===== src/rtl/rf_pkg.sv =====
// Shared types and widths for the register-file write-back path.
package rf_pkg;

  localparam int REG_ADDR_W = 5;
  localparam int DATA_W     = 32;
  localparam logic [REG_ADDR_W-1:0] REG_ZERO = 5'd0;

  typedef struct packed {
    logic [REG_ADDR_W-1:0] rw;
    logic [DATA_W-1:0]     data;
  } rf_wr_t;

  typedef struct packed {
    logic              hit;
    logic [DATA_W-1:0] data;
  } rf_byp_t;

endpackage


===== src/rtl/rf_wb_fifo.sv =====
// Pending-write buffer: circular FIFO with two pushes and one pop per edge.
// Entries, valid mask and head index are exposed for the bypass search.
module rf_wb_fifo
  import rf_pkg::*;
#(
  parameter int DEPTH = 4,
  localparam int IDX_W = $clog2(DEPTH),
  localparam int CNT_W = $clog2(DEPTH + 1)
) (
  input  logic                           clk,
  input  logic                           rst_n,
  input  logic                           push0,
  input  logic [REG_ADDR_W-1:0]          wr0Rw,
  input  logic [DATA_W-1:0]              wr0Data,
  input  logic                           push1,
  input  logic [REG_ADDR_W-1:0]          wr1Rw,
  input  logic [DATA_W-1:0]              wr1Data,
  input  logic                           pop,
  output logic [CNT_W-1:0]               count,
  output logic [IDX_W-1:0]               head,
  output logic [DEPTH-1:0]               valid,
  output logic [DEPTH-1:0][REG_ADDR_W-1:0] entRw,
  output logic [DEPTH-1:0][DATA_W-1:0]   entData
);

  rf_wr_t           mem [DEPTH];
  logic [IDX_W-1:0] tail;
  logic [IDX_W-1:0] tail1;

  // Pointers wrap explicitly so DEPTH need not be a power of two.
  function automatic logic [IDX_W-1:0] ptrInc(input logic [IDX_W-1:0] p);
    return (p == IDX_W'(DEPTH - 1)) ? '0 : p + IDX_W'(1);
  endfunction

  // Lane 1 lands behind lane 0 when both push, otherwise at the tail itself.
  assign tail1 = push0 ? ptrInc(tail) : tail;

  // NOTE: storage has no reset; an entry is only observed once count covers it.
  // NOTE: non-blocking assignments so every register samples pre-edge values.
  always_ff @(posedge clk) begin
    if (push0) mem[tail]  <= '{rw: wr0Rw, data: wr0Data};
    if (push1) mem[tail1] <= '{rw: wr1Rw, data: wr1Data};
  end

  always_ff @(posedge clk or negedge rst_n) begin
    if (!rst_n) begin
      head  <= '0;
      tail  <= '0;
      count <= '0;
    end else begin
      if (pop) head <= ptrInc(head);
      if (push0 || push1) tail <= push1 ? ptrInc(tail1) : tail1;
      count <= count - CNT_W'(pop) + CNT_W'(push0) + CNT_W'(push1);
    end
  end

  always_comb begin
    logic [IDX_W-1:0] idx;
    // NOTE: every output gets a default first so no latch is inferred.
    valid = '0;
    idx   = head;
    for (int k = 0; k < DEPTH; k++) begin
      if (CNT_W'(k) < count) valid[idx] = 1'b1;
      idx = ptrInc(idx);
    end
  end

  always_comb begin
    for (int i = 0; i < DEPTH; i++) begin
      entRw[i]   = mem[i].rw;
      entData[i] = mem[i].data;
    end
  end

endmodule


===== src/rtl/rf_wb_arbiter.sv =====
// Write-back arbiter for the single register-file write port: accepts up to
// two lane writes per cycle, drains one per cycle and bypasses pending data.
module rf_wb_arbiter
  import rf_pkg::*;
#(
  parameter int DEPTH = 4,
  localparam int IDX_W = $clog2(DEPTH),
  localparam int CNT_W = $clog2(DEPTH + 1)
) (
  input  logic                  clk,
  input  logic                  rst_n,
  input  logic                  req0_valid,
  input  logic [REG_ADDR_W-1:0] req0_rw,
  input  logic [DATA_W-1:0]     req0_data,
  output logic                  req0_ready,
  input  logic                  req1_valid,
  input  logic [REG_ADDR_W-1:0] req1_rw,
  input  logic [DATA_W-1:0]     req1_data,
  output logic                  req1_ready,
  output logic                  rf_we,
  output logic [REG_ADDR_W-1:0] rf_rw,
  output logic [DATA_W-1:0]     rf_inW,
  input  logic [REG_ADDR_W-1:0] byp_ra,
  input  logic [REG_ADDR_W-1:0] byp_rb,
  output logic                  byp_a_hit,
  output logic [DATA_W-1:0]     byp_a_data,
  output logic                  byp_b_hit,
  output logic [DATA_W-1:0]     byp_b_data,
  output logic [CNT_W-1:0]      pending,
  output logic                  idle
);

  logic [CNT_W-1:0]                count;
  logic [CNT_W-1:0]                free;
  logic [IDX_W-1:0]                head;
  logic [DEPTH-1:0]                valid;
  logic [DEPTH-1:0][REG_ADDR_W-1:0] entRw;
  logic [DEPTH-1:0][DATA_W-1:0]    entData;
  logic                            lane0Fits;
  logic                            push0;
  logic                            push1;
  logic                            pop;
  rf_byp_t                         bypA;
  rf_byp_t                         bypB;

  // The same-cycle pop earns no credit: free reflects pre-edge occupancy.
  assign free      = CNT_W'(DEPTH) - count;
  assign lane0Fits = free >= CNT_W'(1);
  assign push0     = req0_valid && req0_ready && (req0_rw != REG_ZERO);
  assign push1     = req1_valid && req1_ready && (req1_rw != REG_ZERO);
  assign pop       = count != '0;

  always_comb begin
    req0_ready = 1'b0;
    req1_ready = 1'b0;
    if (rst_n) begin
      req0_ready = lane0Fits;
      if (req0_valid && !lane0Fits)
        req1_ready = 1'b0;
      else if (req0_valid && (req0_rw != REG_ZERO))
        req1_ready = free >= CNT_W'(2);
      else
        req1_ready = lane0Fits;
    end
  end

  rf_wb_fifo #(.DEPTH(DEPTH)) u_fifo (
    .clk     (clk),
    .rst_n   (rst_n),
    .push0   (push0),
    .wr0Rw   (req0_rw),
    .wr0Data (req0_data),
    .push1   (push1),
    .wr1Rw   (req1_rw),
    .wr1Data (req1_data),
    .pop     (pop),
    .count   (count),
    .head    (head),
    .valid   (valid),
    .entRw   (entRw),
    .entData (entData)
  );

  always_ff @(posedge clk or negedge rst_n) begin
    if (!rst_n) begin
      rf_we  <= 1'b0;
      rf_rw  <= REG_ZERO;
      rf_inW <= '0;
    end else if (pop) begin
      rf_we  <= 1'b1;
      rf_rw  <= entRw[head];
      rf_inW <= entData[head];
    end else begin
      rf_we  <= 1'b0;
    end
  end

  // Walk oldest to youngest so the entry nearest the tail overrides the rest.
  function automatic rf_byp_t bypLookup(
    input logic [REG_ADDR_W-1:0]          addr,
    input logic [IDX_W-1:0]               hd,
    input logic [DEPTH-1:0]               vld,
    input logic [DEPTH-1:0][REG_ADDR_W-1:0] rws,
    input logic [DEPTH-1:0][DATA_W-1:0]   dats,
    input logic                           outWe,
    input logic [REG_ADDR_W-1:0]          outRw,
    input logic [DATA_W-1:0]              outData
  );
    rf_byp_t          r;
    logic [IDX_W-1:0] idx;
    r = '0;
    if (outWe && (outRw == addr)) r = '{hit: 1'b1, data: outData};
    idx = hd;
    for (int k = 0; k < DEPTH; k++) begin
      if (vld[idx] && (rws[idx] == addr)) r = '{hit: 1'b1, data: dats[idx]};
      idx = (idx == IDX_W'(DEPTH - 1)) ? '0 : idx + IDX_W'(1);
    end
    if (addr == REG_ZERO) r = '0;
    return r;
  endfunction

  always_comb begin
    bypA = bypLookup(byp_ra, head, valid, entRw, entData, rf_we, rf_rw, rf_inW);
    bypB = bypLookup(byp_rb, head, valid, entRw, entData, rf_we, rf_rw, rf_inW);
  end

  assign byp_a_hit  = bypA.hit;
  assign byp_a_data = bypA.data;
  assign byp_b_hit  = bypB.hit;
  assign byp_b_data = bypB.data;
  assign pending    = count;
  assign idle       = (count == '0) && !rf_we;

endmodule

===== config.mk =====
export PLATFORM = sky130hd
export DESIGN_NAME = rf_wb_arbiter
export DESIGN_NICKNAME = d
export VERILOG_FILES = /design/src/rtl/rf_pkg.sv /design/src/rtl/rf_wb_fifo.sv /design/src/rtl/rf_wb_arbiter.sv
export SDC_FILE = /design/constraint.sdc
export NUM_CORES = 1
export LEC_CHECK = 0
export CAP_MARGIN = 20
export CORE_MARGIN = 2
export CORE_UTILIZATION = 40
export DETAILED_ROUTE_END_ITERATION = 10
export SETUP_SLACK_MARGIN = 0.05
export SYNTH_ARGS = -nofsm -noshare
export SYNTH_HDL_FRONTEND = slang
export SYNTH_SLANG_ARGS = --single-unit

===== constraint.sdc =====
create_clock -name clk -period 10.6 [get_ports clk]
set_input_delay 3.18 -clock clk [delete_from_list [all_inputs] [get_ports clk]]
set_output_delay 3.18 -clock clk [all_outputs]
set_load 0.03 [all_outputs]

Yosys cells after proc, flatten, opt, wreduce, memory -nomap -nowiden. Memory sizes are Yosys's and may differ from the RTL's. Cells that the tools add are included.

Add/subtract/negate cells: 9. Order comparisons: 14. Eq/ne operators: 15. Mux-type cells: 64. Bitwise operators: 3. Reduce and logical (&&, ||, !) cells: 30.

Operators with widths (number): 2-to-1 mux 33 bit (12); binary-select mux 32 bit (select 2 bit) (4); 2-to-1 mux 32 bit (4); equality test 5 bit (10); binary-select mux 5 bit (select 2 bit) (4); logical AND 1 bit (21); 2-to-1 mux 5 bit (4); 2-to-1 mux 1 bit (17); 2-to-1 mux 4 bit (4); 2-to-1 mux 2 bit (7); < comparator 2 x 3 -> 1 bit, second input constant (4); bitwise OR 4 bit (3); adder 2 x 1 -> 2 bit, second input constant (5); equality test 2 bit, second input constant (5); logical NOT 5 bit (2); nonzero test 5 bit (2); binary-select mux 1 bit (select 2 bit) (4); demux 1 bit (select 2 bit) (4); >= comparator 2 x 1 -> 1 bit, second input constant (4); adder 3 x 1 -> 3 bit (2); < comparator 1 x 3 -> 1 bit, first input constant (2); < comparator 2 x 3 -> 1 bit, first input constant (2); >= comparator 3 x 1 -> 1 bit, second input constant (1); >= comparator 3 x 2 -> 1 bit, second input constant (1); other kinds (6) (7).

Register bits: 45. Memory bits (writable): 148. Output and inout port bits: 110. Logic and storage cells: 142. Memories kept: 1.

Memory list: u_fifo.mem (depth 4, bits a word 37, rd ports 4, clocked after Yosys merged registers in 0, wr ports 2, line rf_wb_fifo.sv:26) `rf_wr_t mem [DEPTH];`.

Logic depth before layout (Yosys ltp). Gate-level depths: netlist (run 1).

Depth after elaboration: 20. Gate-level depth with buffers: 15. Depth with buffers taken out: 13.

By module. A second synthesis (run 1) with hierarchy kept.

Cells, all modules: 1438. Area total of the unflattened synthesis: 16688.5 µm².

Modules (own cells, without submodules): rf_wb_arbiter (times used 1, cells each 1042, area each 9386.5 µm², sequential area each 950.9 µm²); rf_wb_fifo (times used 1, cells each 396, area each 7302.0 µm², sequential area each 4619.4 µm²).

Worst setup path after synthesis (run 1). OpenSTA, ideal clock, no wires.

Path kind: input to output. Start: input byp_ra[2]. End: output byp_a_data[0]. Arrival time: 5.491 ns. Setup slack: 1.929 ns. Stages: 8. Path buffers: 3. Path through: clkbuf_1 > xor2_1 > nand3_1 > or4_1 > clkbuf_1 > buf_2 > mux2i_1 > a211oi_1.

Word-level cells in the longest chain between the ends: 8. Elaborated cells between the ends (all ways): 17. Those cells by class: eq/ne (5); mux (6); reduce/logical (6).

Ends and longest elaborated chain: start, declared (line rf_wb_arbiter.sv:23) `input logic [REG_ADDR_W-1:0] byp_ra,`; equality test 5 bit (line rf_wb_arbiter.sv:112) `if (outWe && (outRw == addr)) r = '{hit: 1'b1, data: outData};`; logical AND 1 bit (line rf_wb_arbiter.sv:112); 2-to-1 mux 33 bit (line rf_wb_arbiter.sv:112); 2-to-1 mux 33 bit (4 in series) (line rf_wb_arbiter.sv:115) `if (vld[idx] && (rws[idx] == addr)) r = '{hit: 1'b1, data: dats[idx]};`; 2-to-1 mux 33 bit (*) (line rf_wb_arbiter.sv:118) `if (addr == REG_ZERO) r = '0;`; end, declared (line rf_wb_arbiter.sv:26) `output logic [DATA_W-1:0] byp_a_data,`.

Every way passes the cells marked *; elsewhere a longest branch is shown, timed or not.

Worst setup path after layout (run 1).
Start: input byp_ra[3]. End: output byp_a_data[30].

The elaborated chain is that of the path after synthesis.

==> results of run 1 <==
-- logic make-up after synthesis --
family | after synthesis
AOI/OAI and AO/OA | 355
xor gates and xnor gates | 51
adders and majority gates | 21
buffers and inverters | 182
DFF | 193
muxes | 340
and+or+nand+nor | 421
-- final cells by class --
type,count,area (um^2)
Multi-Input combinational cell,1188,10170
Clock inverter,15,198.9
Clock buffer,17,425.4
Timing Repair Buffer,246,2485
Tap cell,532,665.6
Antenna cell,1,2.502
Sequential cell,193,5573
Fill cell,3685,20970
Inverter,17,66.31
-- flip-flops by register name (all words and copies together), names as in the netlist --
name,count
rf_inW,32
u_fifo.tail,2
u_fifo.head,2
u_fifo.mem,148
rf_rw,5
rf_we,1
u_fifo.count,3
-- path summary, 6_finish.rpt --
path / startpoint / to / slack (ps) / cells past startpoint
setup / recovery: byp_ra[3] / byp_a_data[30] / 730 / 7
hold reg to reg: rf_inW[6] / rf_inW[6] / 520 / 2
max in group asynchronous: rst_n / u_fifo.head[0] / 7130 / 2
hold / removal: rf_inW[6] / rf_inW[6] / 520 / 2
min in group asynchronous: rst_n / u_fifo.tail[1] / 2880 / 2
setup reg to reg: u_fifo.count[0] / u_fifo.mem[0][16] / 6220 / 13
-- Yosys cell counts, types with 19 or more instances --
cell type	count	area, um^2
o31ai_1	64	480.5
dfrtp_1	45	1126
o32ai_1	29	254.0
mux2i_1	107	1071
a31oi_1	66	412.9
o21ai_0	36	180.2
nand2_1	285	1070
mux2_2	151	1700
a211oi_1	61	457.9
edfxtp_1	148	4444
o21bai_1	32	240.2
buf_2	37	185.2
xor2_1	34	297.8
and2_1	65	406.6
ha_1	19	237.7
mux4_2	82	1847
nand3_1	32	160.2
clkbuf_1	109	409.1
a221oi_2	29	435.4
-- per-layer routing --
metal | up-vias | part of all wire, % | track usage [%]
met5 | - | 0.020 | 0
met4 | 2 | 3.4 | 10.59
met3 | 159 | 9.4 | 5.314
met2 | 844 | 48 | 47.96
met1 | 7097 | 39 | 37.72
li1 | 6202 | - | -
-- per-stage QoR --
stage	util, %	instances
after floorplan	-	1563
after global placement	46.64	2174
after detailed placement	46.70	2175
after CTS	48.24	2207
after global routing	48.29	2208
final	48.30	2209
-- critical path, stage by stage --
cell,delay [ps]
clkdlybuf4s50_1,720
xnor2_1,170
nand3_1,90
or4_2,1000
mux2i_1,210
a211oi_1,520
clkdlybuf4s50_1,780
==> run_results.csv, run 1 <==
group,metric,value,unit
run_status,status,"finished clean",
setup_path,critPathArrivalTime,6690,ps
global_routing,grt_pass1_wl,91360,um
global_routing,grt_start_max_net_pins,75,
layout,drive_gt1_share,24.82,%
layout,nets,1772,
cts,cts_buffer_depth,2,
layout,final_cell_area,19590,um^2
setup_path,critPathCaptureType,"output pin",
layout,area_growth_syn_to_layout,19.79,%
timing,clock_skew,17.01,ps
yosys,synth_compound_area_share,17.11,%
cts,clk_latency,470,ps
yosys,synth_area,16350,um^2
global_routing,grt_pass1_vias,14380,
floorplan,start_util,40.32,%
timing,post-route-period-util,93.14,%
layout,final_cell_mix,"277 x nand2_1, 163 x clkdlybuf4s50_1, 151 x mux2_2",
route,drt_iter0_drc,1401,
yosys,synth_edf_count,148,
floorplan,io_pins,198,
placed_design,place_congestion,0.8900,
yosys,synth_top_family_by_area,"multiplexers",
yosys,synth-main-ff-cell,"edfxtp_1",
timing,rsz0062_at_grt,"false",
yosys,yosys_warnings,0,
timing,hold_viol_final,0,
flow_run,max_cap_violations,0,
placed_design,place_ws,758.4,ps
placed_design,place_hpwl,37970,um
floorplan,num_rows,74,
setup_path,cp.required,7420,ps
timing,worst_slew_pin_slew,1129,ps
route,routedWlPerCell,27.44,um
yosys,syn_area_per_cell,10.46,um^2
global_routing,antenna_found_initial,2,
floorplan,die_width,206.2,um
layout,final_common_cell,"nand2_1",
cts,clock-sinks,193,
floorplan,die_y,206.2,um
route,firstDrtPassIters,6,
floorplan,dieArea,42510,um^2
yosys,syn_inst,1563,
timing,fin_crit,9873,ps
cts,clk_pin_slew_worst_paths,90,ps
route,drc,0,
cts,root_buffer,"clkbuf_16",
setup_path,worst-setup-path-type,"input pin to output pin",
route,vias,14300,
timing,fmax,101.3,MHz
yosys,synth_cell_types,52,
yosys,synth_xor_area_share,2.732,%
setup_path,cp_max_fo,14,
yosys,synth.net_count,1672,
global_routing,gr-total-overflow,0,
route,vias_per_cell,6.475,
route,drt_wl_total,60610,um
route,drtAntennaViolNets,0,
floorplan,coreArea,40550,um^2
cts,post-cts-setup-buffers,0,
yosys,synth.area.mux_share,28.24,%
timing,report.final.slew_viol_count,0,
cts,postCtsHoldBufs,0,
placed_design,io_buffers,197,
timing,finalSetupViolations,0,
setup_path,worst_setup_path_start_kind,"input pin",
yosys,ys_ff_latch,193,
timing,timing.hold.ws,521.1,ps
yosys,synth-adder-area-share,1.699,%
global_routing,grt_use_total,28.93,%
yosys,synth-simple-area-share,11.55,%
timing,setup_tns,0,ps
cts,cts_buffers,17,
min_path,holdCritPathClass,"register to register",
cts,ctsHtreeMaxLevel,4,
cts,cts_tree,"done",
timing,timing.final.ws_setup,727.5,ps
placed_design,placed_cell_area,18940,um^2
yosys,ys_seq_area_share,34.07,%
yosys,async_reset_ff_share,23.32,%
cts,cts_resized,0,
timing,relSlewSlack,24.53,%
Power of run 1 is not shown: default switching activity piles up to over one toggle a cycle in this logic, so the estimate is an artifact.
==> run 2, diff against run 1 <==
- PLACE_DENSITY_LB_ADDON: default -> 0.25
==> run 2 against run 1 <==
Compared with the run above: global-route usage is 1.2 points lower; critical path depth unchanged; setup slack better by 91 ps; register-to-register slack improved by 270 ps; count of clock-buffer cells in the layout is the same; flip-flop and latch count unchanged; hold slack lost 4.9 ps; core utilization grew 0.77 points; sequential share of layout area is 0.44 points lower; non-clock buffer count grew 4; critical path type unchanged; critical endpoint is now byp_a_data[31]; largest cell class unchanged; highest routed layer unchanged.
==> run_results.csv, run 2 (synthesized netlist as in run 1, its figures left out) <==
group,metric,value,unit
timing,fmax,102.2,MHz
setup_path,cp.required,7420,ps
global_routing,gr-total-overflow,0,
cts,cts_resized,0,
global_routing,grt_use_total,27.68,%
setup_path,critPathCaptureType,"output pin",
timing,finalSetupViolations,0,
route,firstDrtPassIters,6,
floorplan,die_width,206.2,um
floorplan,num_rows,74,
timing,setup_tns,0,ps
route,drt_iter0_drc,1325,
floorplan,coreArea,40550,um^2
timing,post-route-period-util,92.28,%
cts,postCtsHoldBufs,0,
setup_path,critPathLaunch,"byp_ra[0]",
route,wl_met3,4955,um
layout,regMostFlops,"u_fifo.mem",
layout,final_common_cell,"nand2_1",
layout,final_cell_area,19900,um^2
timing,relSlewSlack,28.97,%
floorplan,start_util,40.32,%
layout,area_growth_syn_to_layout,21.68,%
floorplan,die_y,206.2,um
floorplan,dieArea,42510,um^2
timing,rsz0062_at_grt,"false",
global_routing,grt_pass1_wl,87660,um
timing,timing.final.ws_setup,818.3,ps
setup_path,critPathMaxStageDelay,950,ps
route,vias,14120,
cts,clk_latency,460,ps
cts,cts_buffer_depth,2,
placed_design,place_congestion,0.9329,
global_routing,antenna_found_initial,3,
placed_design,io_buffers,197,
setup_path,slowest_stage,"or4_2",
timing,fin_crit,9782,ps
placed_design,post-place-cells,2178,
route,routedWlPerCell,26.56,um
timing,clock_skew,11.61,ps
setup_path,cp_max_fo,11,
route,drtAntennaViolNets,0,
cts,cts_tree,"done",
layout,nets,1776,
route,drt_wl_total,58750,um
cts,clock-sinks,193,
cts,ctsHtreeMaxLevel,4,
layout,largestRegisters,"u_fifo.mem: 148 flops, rf_inW: 32 flops, rf_rw: 5 flops",
global_routing,grt_start_max_net_pins,58,
cts,clk_pin_slew_worst_paths,80,ps
setup_path,crit_top_cell,"clkdlybuf4s50_1",
cts,root_buffer,"clkbuf_16",
timing,hold_viol_final,0,
setup_path,r2r_start,"u_fifo.count[0]",
setup_path,cp_num_buf_inv,2,
layout,largest_register_ffs,148,
floorplan,io_pins,198,
placed_design,placed_cell_area,19300,um^2
placed_design,place_hpwl,37800,um
setup_path,critical_path.top_delay_family,"buffers and inverters",
min_path,holdCritPathClass,"register to register",
min_path,worstHoldStart,"rf_inW[20]",
route,vias_per_cell,6.383,
timing,report.final.slew_viol_count,0,
run_status,status,"finished clean",
layout,final_cell_mix,"277 x nand2_1, 151 x mux2_2, 148 x edfxtp_1",
placed_design,place_ws,909.6,ps
route,drc,0,
route,drt-met1-wl,22920,um
layout,n_antenna_cell,0,
route,routed.top_layer,"met5",
global_routing,grt_pass1_vias,14470,
route,dr_wl_met2,28270,um
cts,post-cts-setup-buffers,0,
setup_path,worst-setup-path-type,"input pin to output pin",
layout,final_cells,2212,
setup_path,path_cells,"clkdlybuf4s50_1 -> xor2_1 -> nand3_1 -> or4_2 -> mux2i_1 -> a211oi_1 -> clkdlybuf4s50_1",
timing,worst_slew_pin_slew,1062,ps
setup_path,worst_setup_path_start_kind,"input pin",
cts,cts_buffers,17,
layout,drive_gt1_share,25.89,%
setup_path,critPathArrivalTime,6600,ps
flow_run,max_cap_violations,0,
-- run 2: cell count changes in the layout (fill, tap and decap cells not counted), sizes merged --
cell | previous run | this run
inv | 27 | 24
clkinvlp | 0 | 2
bufinv | 0 | 1
buf | 83 | 103
clkdlybuf4s50 | 163 | 147
diode | 1 | 0
-- run 2: per-layer routing --
layer  up-vias  GRT usage (%)
met5         -              0
met4         6          14.11
met3       201          4.983
met2       783          45.81
met1      6927          34.68
li1       6203              -
-- run 2: worst register-to-register path: stages (launching register included) --
cell and delay [ps]:
dfrtp_1 560, inv_2 110, ha_1 220, ha_2 250, nand2b_1 110, o31a_1 170
inv_1 50, nor2_1 430, mux2i_1 430, inv_1 110, ha_1 220, nand2_2 50
buf_4 590, nand2_2 80, buf_4 360
-- run 2: final cells by class --
cell class,count,area (um^2)
clock buffer,17,425.4
fill,3694,20660
tap,532,665.6
clock inverter,15,146.4
timing repair buffer,250,2870
inverter,17,66.31
multi-input combinational,1188,10150
sequential,193,5573
-- run 2: worst paths after layout --
check,cells after the start,slack [ps],to
min in group asynchronous,2,2910,u_fifo.tail[1]
worst max register to register,14,6490,u_fifo.mem[2][16]
max in group asynchronous,2,7100,u_fifo.head[1]
worst min-delay path,2,520,rf_inW[20]
worst min register to register,2,520,rf_inW[20]
worst max-delay path,7,820,byp_a_data[31]
-- run 2: per-stage QoR --
stage / utilization (%) / hold WS (ps)
after CTS: 48.99 / 517.4
after global routing: 49.07 / 553.2
after global placement: 47.58 / 496.3
final: 49.07 / 516.2
after detailed placement: 47.58 / 496.6
after floorplan: - / 648.6
Power of run 2 is left out for the same reason.
==> run 3, diff against run 2 <==
- TNS_END_PERCENT: default -> 50
- clock period: 10.6 -> 7.9 ns (I/O delays scaled with it)
==> run 3 against run 2 <==
Compared with the run above: sequential share of layout area down 0.43 points; first-iteration DRC count up 1.3%; register-to-register slack worse by 3100 ps; critical path type unchanged.
==> run_results.csv, run 3 (synthesized netlist as in run 1, its figures left out) <==
group,metric,value,unit
layout,final_cell_area,20210,um^2
layout,regMostFlops,"u_fifo.mem",
floorplan,die_width,206.2,um
route,drtAntennaViolNets,0,
setup_path,critPathArrivalTime,5300,ps
route,drc,0,
floorplan,die_y,206.2,um
global_routing,grt_use_total,28.23,%
run_status,status,"finished clean",
setup_path,cp.required,5530,ps
global_routing,antenna_found_initial,4,
timing,rsz0062_at_grt,"false",
setup_path,critical_path.top_delay_family,"buffers and inverters",
cts,cts_buffer_depth,2,
route,vias_per_cell,6.397,
global_routing,grt_pass1_wl,88990,um
flow_run,max_cap_violations,0,
layout,nets,1794,
setup_path,path_cells,"clkdlybuf4s50_1 -> xor2_1 -> nand3_1 -> or4_2 -> buf_4 -> mux2i_1 -> a211oi_1 -> buf_12",
cts,root_buffer,"clkbuf_16",
cts,postCtsHoldBufs,0,
global_routing,grt_pass1_vias,14370,
floorplan,start_util,40.32,%
timing,post-route-period-util,97.15,%
setup_path,critPathMaxStageDelay,710,ps
setup_path,worst_setup_path_start_kind,"input pin",
layout,fin_util,49.83,%
route,routedWlPerCell,26.54,um
placed_design,placed_cell_area,19620,um^2
cts,clk_latency,470,ps
floorplan,coreArea,40550,um^2
timing,clock_skew,13.55,ps
setup_path,critPathCaptureType,"output pin",
cts,clk_pin_slew_worst_paths,80,ps
floorplan,num_rows,74,
timing,setup_tns,0,ps
layout,final_common_cell,"nand2_1",
timing,hold_viol_final,0,
timing,relSlewSlack,26.83,%
setup_path,cp_max_fo,17,
timing,report.final.slew_viol_count,0,
timing,fin_crit,7675,ps
route,drt_wl_total,59200,um
cts,cts_buffers,17,
layout,n_antenna_cell,0,
cts,ctsHtreeMaxLevel,4,
layout,area_growth_syn_to_layout,23.58,%
floorplan,io_pins,198,
layout,final_cell_mix,"277 x nand2_1, 151 x mux2_2, 148 x edfxtp_1",
layout,largestRegisters,"u_fifo.mem: 148 flops, rf_inW: 32 flops, rf_rw: 5 flops",
cts,clock-sinks,193,
global_routing,gr-total-overflow,0,
cts,cts_tree,"done",
timing,fmax,130.3,MHz
timing,worst_slew_pin_slew,1097,ps
floorplan,dieArea,42510,um^2
placed_design,io_buffers,197,
layout,largest_register_ffs,148,
setup_path,cp_num_buf_inv,3,
global_routing,grt_start_max_net_pins,73,
placed_design,place_congestion,0.8806,
cts,post-cts-setup-buffers,0,
placed_design,place_hpwl,39250,um
cts,cts_resized,0,
timing,finalSetupViolations,0,
setup_path,slowest_stage,"or4_2",
route,firstDrtPassIters,6,
route,drt_iter0_drc,1342,
layout,drive_gt1_share,27.50,%
route,vias,14270,
setup_path,worst-setup-path-type,"input pin to output pin",
min_path,holdCritPathClass,"register to register",
-- run 3: cell types whose count changed in the layout (fill, tap and decap cells not counted), sizes merged --
cell,before,now
buf,103,138
clkinv,5,6
bufinv,1,3
clkbuf,17,19
clkdlybuf4s50,147,130
inv,24,19
-- run 3: metrics by stage --
stage          hold slack, ps  setup WS (ps)  cells
2_1_floorplan           648.6          848.9   1563
3_3_place_gp            489.2          328.2   2198
3_5_place_dp            494.8          326.9   2198
4_1_cts                 514.1          290.2   2230
5_1_grt                 552.6          107.8   2230
6_report                515.9          225.1   2230
-- run 3: worst paths after layout --
path                                 start                end  slack [ps]  cells after the start
max                              byp_ra[0]     byp_a_data[30]         230                      8
min                             rf_inW[23]         rf_inW[23]         520                      2
max reg2reg                u_fifo.count[0]  u_fifo.mem[3][22]        3350                     13
min reg2reg                     rf_inW[23]         rf_inW[23]         520                      2
max in group asynchronous            rst_n     u_fifo.head[0]        5310                      2
min in group asynchronous            rst_n    u_fifo.count[0]        2060                      2
-- run 3: layout make-up --
type                       count  area, um^2
timing repair buffer         268        3161
clock buffer                  19       432.9
clock inverter                13       158.9
sequential                   193        5573
fill                        3641       20350
multi-input combinational   1188       10150
tap                          532       665.6
inverter                      17       66.31
-- run 3: worst min-delay path, delay by kind of cell (launching register included) --
kind / cells / cell delay [ps]
flops: 1 / 380
simple gates: 2 / 110
-- run 3: per-layer routing --
layer	share of wire, %	global-route usage (%)	vias to the layer above
met4	4.1	13.34	8
met3	8.5	5.708	181
li1	-	-	6259
met1	39	35.75	7028
met2	48	46.25	790
met5	0.078	0	-
Power of run 3 is left out for the same reason.
